<file path="src/rtl/mu0_run_ctrl.sv">
// Run/step controller for the MU0 CPU: generates the CPU clock in fast, slow
// or manual modes and stops on halt, breakpoint or cycle limit.
module mu0_run_ctrl #(
  parameter int unsigned SLOW_DIV = 6318000,
  parameter int unsigned CNT_W    = 32
) (
  input  logic             clk,
  input  logic             reset,
  input  logic [3:0]       clk_mode,
  input  logic             start,
  input  logic             step_req,
  input  logic             done,
  input  logic [15:0]      pc,
  input  logic             bp_en,
  input  logic [15:0]      bp_addr,
  input  logic [CNT_W-1:0] cyc_limit,
  output logic             cpu_clk,
  output logic             enable,
  output logic [1:0]       halt_reason,
  output logic [CNT_W-1:0] cyc_count
);

  typedef enum logic [1:0] {S_IDLE, S_RUN, S_STEP, S_HALT} state_t;

  localparam logic [3:0] MODE_FAST   = 4'd1;
  localparam logic [3:0] MODE_SLOW   = 4'd2;
  localparam logic [3:0] MODE_MAN_ON = 4'd4;

  localparam logic [1:0] HR_NONE  = 2'd0;
  localparam logic [1:0] HR_DONE  = 2'd1;
  localparam logic [1:0] HR_BP    = 2'd2;
  localparam logic [1:0] HR_LIMIT = 2'd3;

  localparam logic [CNT_W-1:0] ONE   = CNT_W'(1);
  localparam logic [CNT_W-1:0] DIV_N = CNT_W'(SLOW_DIV);

  state_t           state_q, state_d;
  logic             cpu_clk_q, cpu_clk_d;
  logic             enable_q, enable_d;
  logic [1:0]       halt_reason_q, halt_reason_d;
  logic [CNT_W-1:0] cyc_count_q, cyc_count_d;
  logic [CNT_W-1:0] div_q, div_d;
  logic             start_q, start_d;

  logic start_evt, slow, div_wrap, clk_nxt, rise, bp_hit, limit_hit, step_tick;

  always_comb begin
    state_d       = state_q;
    cpu_clk_d     = cpu_clk_q;
    halt_reason_d = halt_reason_q;
    cyc_count_d   = cyc_count_q;
    div_d         = '0;
    start_d       = start;

    start_evt = (start != start_q);
    slow      = (clk_mode == MODE_SLOW);
    div_wrap  = (div_q == DIV_N);

    case (clk_mode)
      MODE_FAST:   clk_nxt = ~cpu_clk_q;
      MODE_SLOW:   clk_nxt = div_wrap ? ~cpu_clk_q : cpu_clk_q;
      MODE_MAN_ON: clk_nxt = 1'b1;
      default:     clk_nxt = 1'b0;
    endcase
    rise      = ~cpu_clk_q & clk_nxt;
    bp_hit    = rise && bp_en && (pc == bp_addr) && (cyc_count_q != '0);
    limit_hit = (cyc_limit != '0) && (cyc_count_q == cyc_limit) && !cpu_clk_q;
    step_tick = slow ? div_wrap : 1'b1;

    case (state_q)
      S_RUN, S_STEP: begin
        if (slow) div_d = div_wrap ? '0 : div_q + ONE;
        if (done) begin
          state_d       = S_HALT;
          halt_reason_d = HR_DONE;
          cpu_clk_d     = 1'b0;
        end else if (state_q == S_RUN) begin
          // A breakpoint suppresses the rise so the CPU never executes that pc.
          if (bp_hit) begin
            state_d       = S_HALT;
            halt_reason_d = HR_BP;
            cpu_clk_d     = 1'b0;
          end else if (limit_hit) begin
            state_d       = S_HALT;
            halt_reason_d = HR_LIMIT;
            cpu_clk_d     = 1'b0;
          end else begin
            cpu_clk_d = clk_nxt;
            if (rise) cyc_count_d = cyc_count_q + ONE;
          end
        end else if (step_tick) begin
          if (!cpu_clk_q) begin
            cpu_clk_d   = 1'b1;
            cyc_count_d = cyc_count_q + ONE;
          end else begin
            cpu_clk_d     = 1'b0;
            state_d       = S_HALT;
            halt_reason_d = HR_NONE;
          end
        end
      end
      default: begin
        cpu_clk_d = 1'b0;
        if (start_evt) begin
          state_d       = S_RUN;
          cyc_count_d   = '0;
          halt_reason_d = HR_NONE;
        end else if (step_req) begin
          state_d = S_STEP;
        end
      end
    endcase

    enable_d = (state_d == S_RUN) || (state_d == S_STEP);
    if (!enable_d || (state_q != state_d)) div_d = '0;
  end

  always_ff @(posedge clk) begin
    if (reset) begin
      state_q       <= S_IDLE;
      cpu_clk_q     <= 1'b0;
      enable_q      <= 1'b0;
      halt_reason_q <= HR_NONE;
      cyc_count_q   <= '0;
      div_q         <= '0;
      start_q       <= start;
    end else begin
      state_q       <= state_d;
      cpu_clk_q     <= cpu_clk_d;
      enable_q      <= enable_d;
      halt_reason_q <= halt_reason_d;
      cyc_count_q   <= cyc_count_d;
      div_q         <= div_d;
      start_q       <= start_d;
    end
  end

  assign cpu_clk     = cpu_clk_q;
  assign enable      = enable_q;
  assign halt_reason = halt_reason_q;
  assign cyc_count   = cyc_count_q;

endmodule
</file>
<file path="config.mk">
export PLATFORM = sky130hd
export DESIGN_NAME = mu0_run_ctrl
export DESIGN_NICKNAME = d
export VERILOG_FILES = /design/src/rtl/mu0_run_ctrl.sv
export SDC_FILE = /design/constraint.sdc
export NUM_CORES = 1
export LEC_CHECK = 0
export CAP_MARGIN = 20
export CELL_PAD_IN_SITES_DETAIL_PLACEMENT = 0
export CELL_PAD_IN_SITES_GLOBAL_PLACEMENT = 1
export CORE_MARGIN = 8
export CORE_UTILIZATION = 39
export DETAILED_ROUTE_END_ITERATION = 16
export PLACE_DENSITY_LB_ADDON = 0.12
export SETUP_SLACK_MARGIN = 0.1
export SLEW_MARGIN = 20
export SYNTH_ARGS = -nofsm -noshare
export SYNTH_HDL_FRONTEND = slang
export SYNTH_SLANG_ARGS = --single-unit
export TNS_END_PERCENT = 5
</file>
<file path="constraint.sdc">
create_clock -name clk -period 5.2 [get_ports clk]
set_input_delay 0.52 -clock clk [delete_from_list [all_inputs] [get_ports clk]]
set_output_delay 0.52 -clock clk [all_outputs]
set_load 0.01 [all_outputs]
</file>
# --- After elaboration in Yosys (flattened, before gate mapping) ---
# Cells that the tools add are included.
word_totals:
  regBits: 71
  latchBits: 0
  ram_bits: 0
  romBits: 0
  inputBits: 74
  output_inout_bits: 36
  word_cells: 86
  mem_count: 0
classes:
  add_sub_neg: 2
  multipliers: 0
  n_div: 0
  magnitude_cmp: 0
  eq_ne: 21
  shift: 0
  mux: 34
  n_bitwise: 4
  n_reduce_logical: 18
ops:
  columns: ["operator", "count"]
  rows:
  - ["$mux W32", 9]
  - ["$add A32 B1 Y32 const B", 2]
  - ["$reduce_bool A32 Y1", 2]
  - ["$mux W2", 17]
  - ["$eq A32 B23 Y1 const B", 1]
  - ["$eq A32 B32 Y1", 1]
  - ["$eq A16 B16 Y1", 1]
  - ["$ne A3 B3 Y1 const B", 5]
  - ["$ne A4 B4 Y1 const B", 2]
  - ["$mux W1", 7]
  - ["$reduce_and A7 Y1", 1]
  - ["$logic_and A1 B1 Y1", 5]
  - ["$ne A5 B5 Y1 const B", 1]
  - ["$reduce_or A5 Y1", 1]
  - ["$eq A2 B1 Y1 const B", 2]
  - ["$eq A2 B2 Y1 const B", 2]
  - ["$eq A4 B1 Y1 const B", 1]
  - ["$eq A4 B2 Y1 const B", 1]
  - ["$eq A4 B3 Y1 const B", 1]
  - ["$reduce_and A4 Y1", 1]
  - ["$reduce_bool A2 Y1", 2]
  - ["$not A1 Y1", 3]
  - ["$pmux W1 S3", 1]
  - ["$reduce_or A3 Y1", 1]
  - ["7 further kinds", 9]

# --- Logic depth before layout (Yosys ltp) ---
logic_depth:
  depth_word: 16
  mapped_depth: 11
  depth_no_buf: 9

# --- Worst setup path after synthesis ---
# OpenSTA, ideal clock, no wires.
synth_timing:
  path_kind: "input to register"
  start: "input port clk_mode[0]"
  end: "register cyc_count_q[13] (netlist: cyc_count[13])"
  setup_time_ns: 0.070
  arrival_time_ns: 3.030
  required_time_ns: 5.130
  slack_ns: 2.099
  cell_stages: 8
  n_path_buf: 1
  cell_sequence: "or4b_4 -> nand2b_1 -> or4_4 -> and2_4 -> o311a_4 -> clkbuf_2 -> or4_1 -> a21oi_1"
synth_via:
  elab_chain_len: 8
  elab_cells_between_ends: 13
  cone_classes: "6 x eq/ne; 2 x mux; 1 x bitwise; 4 x reduce/logical"
synth_lines:
  columns: ["item", "line_no", "rtl"]
  rows:
  - ["start: declaration", "9", "input logic [3:0] clk_mode,"]
  - ["$eq A4 B3 Y1, or another cell as far along", "59", "case (clk_mode)"]
  - ["$pmux W1 S3", "59", null]
  - ["$and A1 B1 Y1", "65", "rise = ~cpu_clk_q & clk_nxt;"]
  - ["$logic_and A1 B1 Y1 (3 in series)", "66", "bp_hit = rise && bp_en && (pc == bp_addr) && (cyc_count_q != '0);"]
  - ["$ne A3 B3 Y1 (no line)", null, null]
  - ["$reduce_and A7 Y1 (no line) *", null, null]
  - ["end signal: assignment", "132", "cyc_count_q <= cyc_count_d;"]
  - ["end: declaration", "41", "logic [CNT_W-1:0] cyc_count_q, cyc_count_d;"]
# Mark *: on every way between the ends. The rest lies on a longest branch, timed or not.
# A chain may end at the register's enable or synchronous reset.

# --- Final worst setup path ---
layout_timing:
  start: "input port clk_mode[0]"
  end: "register cyc_count_q[4] (netlist: cyc_count[4])"
# The elaborated chain is that of the path after synthesis.

==> flow_summary.json <==
{
  "tightestPinTransition_ps": 1070,
  "grt_max_degree": 51,
  "port_buffers": 109,
  "finalSetupViolations": 0,
  "drt_first_pass_iters": 4,
  "cts.sinks": 71,
  "rr_worst_depth": 9,
  "htree_levels": 3,
  "vias": 4969,
  "syn_inst": 617,
  "fin_tns_setup_ps": 0,
  "fillers": 1207,
  "hold-path-cell-count": 2,
  "syn_area_um2": 4710,
  "synth_edf_count": 0,
  "powerDensity_nw_per_um2": 310,
  "grt_pass1_vias": 4956,
  "cp.arrival_ps": 3780,
  "fin_crit_sh_pct": 67.8,
  "ir_worst_vdd_mv": 0.350,
  "dieHeight_um": 126,
  "drtIter0Drc": 291,
  "critPathRequiredTime_ps": 5460,
  "pwr-share-comb_pct": 32.0,
  "power.internal_mw": 1.23,
  "yosys_warnings": 0,
  "grt_pass1_wl_um": 26100,
  "routed_wl_um": 15900,
  "relSlewSlack_pct": 27.9,
  "p_sw_mw": 0.709,
  "hold_slack_ps": 475,
  "holdBufCountCts": 0,
  "cap_violations": 0,
  "clk_pin_slew_ps": 60,
  "cp_max_fo": 50,
  "syn2layout_area_growth_pct": 32.8,
  "viasPerCell": 5.80,
  "ant_nets": 0,
  "antennaDiodeCount": 0,
  "ios": 110,
  "cts_resized": 0,
  "dp.cells": 840,
  "drc": 0,
  "cts_tree": "done",
  "timing.fmax_ghz": 0.284,
  "postSynthAreaPerCell_um2": 7.63,
  "swShare_pct": 36.5,
  "die-area_um2": 15900,
  "num_rows": 40,
  "fin_cells": 856,
  "end_kind": "flop",
  "status": "finished, final reports clean",
  "ys_ff_latch": 71,
  "final_cell_area_um2": 6250,
  "grt_overflow": 0,
  "synthArstFlopShare_pct": 0,
  "clock_power_share_pct": 37.4,
  "post-place-ws_ps": 1330,
  "start_util_pct": 39.5,
  "hpwlAfterDp_um": 11800,
  "drive_gt1_share_pct": 4.80,
  "syn_nets": 697,
  "cts_buffer_depth": 2,
  "hold_path_class": "reg2reg",
  "antenna_found_initial": 0,
  "rsz0062_at_grt": "no",
  "postPlaceCellArea_um2": 5900,
  "clock_latency_ps": 350,
  "leakage_nw": 2.10,
  "setup_ws_ps": 1670,
  "path_class": "in2reg",
  "numCtsBuffers": 9,
  "die_width_um": 126,
  "maxSlewViolCount": 0,
  "post_cts_buffers": 0,
  "ys_seq_area_share_pct": 30.2,
  "start_kind": "input pin",
  "yosys_most_used_dff": "dfxtp_1",
  "finalHoldViolCount": 0,
  "gp_congestion": 0.865,
  "skew_ps": 7.92,
  "wl_per_cell_um": 18.6,
  "grtUsageTotal_pct": 20.1,
  "core_area_um2": 11900,
  "nNetsFinal": 784,
  "root_buffer": "clkbuf_16",
  "period_needed_ps": 3530,
  "seq_power_share_pct": 30.6,
  "synth_cell_types": 51
}
## critical path, stage by stage
cell and delay, ps:
clkdlybuf4s50_1 490, or4b_4 610, nand2b_1 170, or4_4 520
and2_4 180, o311a_4 550, or4_1 560, a21oi_1 170
## per-stage QoR
stage	total power, mW	utilization, %
after floorplan	0.982	-
after global placement	1.20	49.6
after detailed placement	1.22	49.6
after CTS	1.94	52.5
after global routing	2.03	52.5
final	1.94	52.5
## layout by cell type, fill, tap and decap left out, types with 2 or more instances in the layout
cell type        netlist  final
clkdlybuf4s50_1        0    109
nand2_1               74     74
dfxtp_1               71     71
xor2_1                58     58
a21oi_1               52     52
nor4_1                45     45
nand3_1               38     38
nor2_1                27     26
xnor2_1               22     22
inv_1                 20     20
nand4_1               19     19
nor3_1                19     18
o21ai_0               18     17
or4_1                 15     15
o31ai_1               11     11
clkbuf_16              0      9
nand2b_1               8      8
and3_1                 8      8
o211ai_1               7      7
or3_1                  6      6
mux2i_1                6      6
ha_1                   6      6
o2111ai_1              4      4
o31a_1                 4      4
buf_4                  0      4
nor4b_1                3      3
and4_1                 3      3
or2_2                  3      3
o21a_1                 3      3
clkinvlp_4             0      3
bufinv_16              0      3
nand3b_1               2      2
and4b_1                2      2
nor4bb_1               2      2
o311ai_0               2      2
nand4b_1               2      2
a31oi_1                2      2
a31o_2                 2      2
o41ai_1                2      2
## per-layer routing
| metal | up-vias | routed length (um) | GRT usage, % |
|---|---|---|---|
| met5 | - | 0 | 0 |
| met1 | 2370 | 6970 | 24.2 |
| met3 | 22 | 858 | 4.35 |
| met2 | 135 | 7710 | 33.9 |
| met4 | 0 | 367 | 8.92 |
| li1 | 2442 | - | - |
## state kept, by name (all words and copies together) (netlist names)
signal	cells
halt_reason	2
start_q	1
state_q	2
enable	1
cpu_clk	1
cyc_count	32
div_q	32
## cells in the mapped netlist (all sizes together), types with 2 or more instances
cell | n | area share, %
or3 | 6 | 0.80
o2111ai | 4 | 0.74
nor3 | 19 | 2.0
nand2b | 8 | 1.1
clkbuf | 35 | 2.8
o31a | 4 | 0.74
mux2i | 6 | 1.3
o211ai | 7 | 1.1
nand3 | 38 | 4.0
or4 | 16 | 2.6
nor2 | 27 | 2.2
o311ai | 4 | 0.74
and2 | 2 | 0.32
nor4 | 45 | 6.0
nand4 | 19 | 2.5
ha | 6 | 1.6
a31o | 2 | 0.37
and3 | 8 | 1.1
nand4b | 2 | 0.37
o41ai | 2 | 0.37
nor4bb | 2 | 0.42
and4 | 3 | 0.56
buf | 2 | 0.19
dfxtp | 71 | 30
a31oi | 2 | 0.27
a21oi | 52 | 5.5
o21ai | 19 | 2.0
o31ai | 11 | 1.8
or2 | 3 | 0.40
inv | 20 | 1.6
nand3b | 2 | 0.32
nand2 | 74 | 5.9
and4b | 2 | 0.42
o21a | 3 | 0.48
xor2 | 58 | 11
xnor2 | 22 | 4.1
nor4b | 3 | 0.56
## logic make-up (layout without fill, tap and decap cells)
kind of cell | count (synthesis) | after routing | synth area share, %
multiplexers | 7 | 7 | 1.51
adder cells (fa/ha/maj) | 6 | 6 | 1.59
AO/OA/AOI/OAI | 114 | 114 | 15.1
buffers and inverters | 57 | 149 | 4.59
XOR/XNOR | 80 | 80 | 14.9
flip-flops | 71 | 71 | 30.2
AND/OR/NAND/NOR | 282 | 282 | 32.1
## worst paths after layout
kind	slack, ps	start	to
worst max register to register	1910	div_q[0]	cyc_count[22]
worst min register to register	470	halt_reason[0]	halt_reason[0]
worst min-delay path	470	halt_reason[0]	halt_reason[0]
worst max-delay path	1670	clk_mode[0]	cyc_count[4]
## power groups by stage
stage          logic (mW)  clock network, mW  registers (mW)
2_1_floorplan       0.378                  0           0.603
3_3_place_gp        0.600                  0           0.605
3_5_place_dp        0.610                  0           0.606
4_1_cts             0.610              0.740           0.594
5_1_grt             0.681              0.754           0.599
6_report            0.622              0.726           0.594
## area by class of cell
cell class	count	area [um^2]	share of cell area, %
clock buffer	9	225	3.60
sequential	71	1420	22.7
timing repair buffer	113	1120	17.9
clock inverter	7	121	1.94
inverter	20	75.1	1.20
multi-input combinational	489	3110	49.7
tap	147	184	2.94
Power figures use the tool's default switching activity.
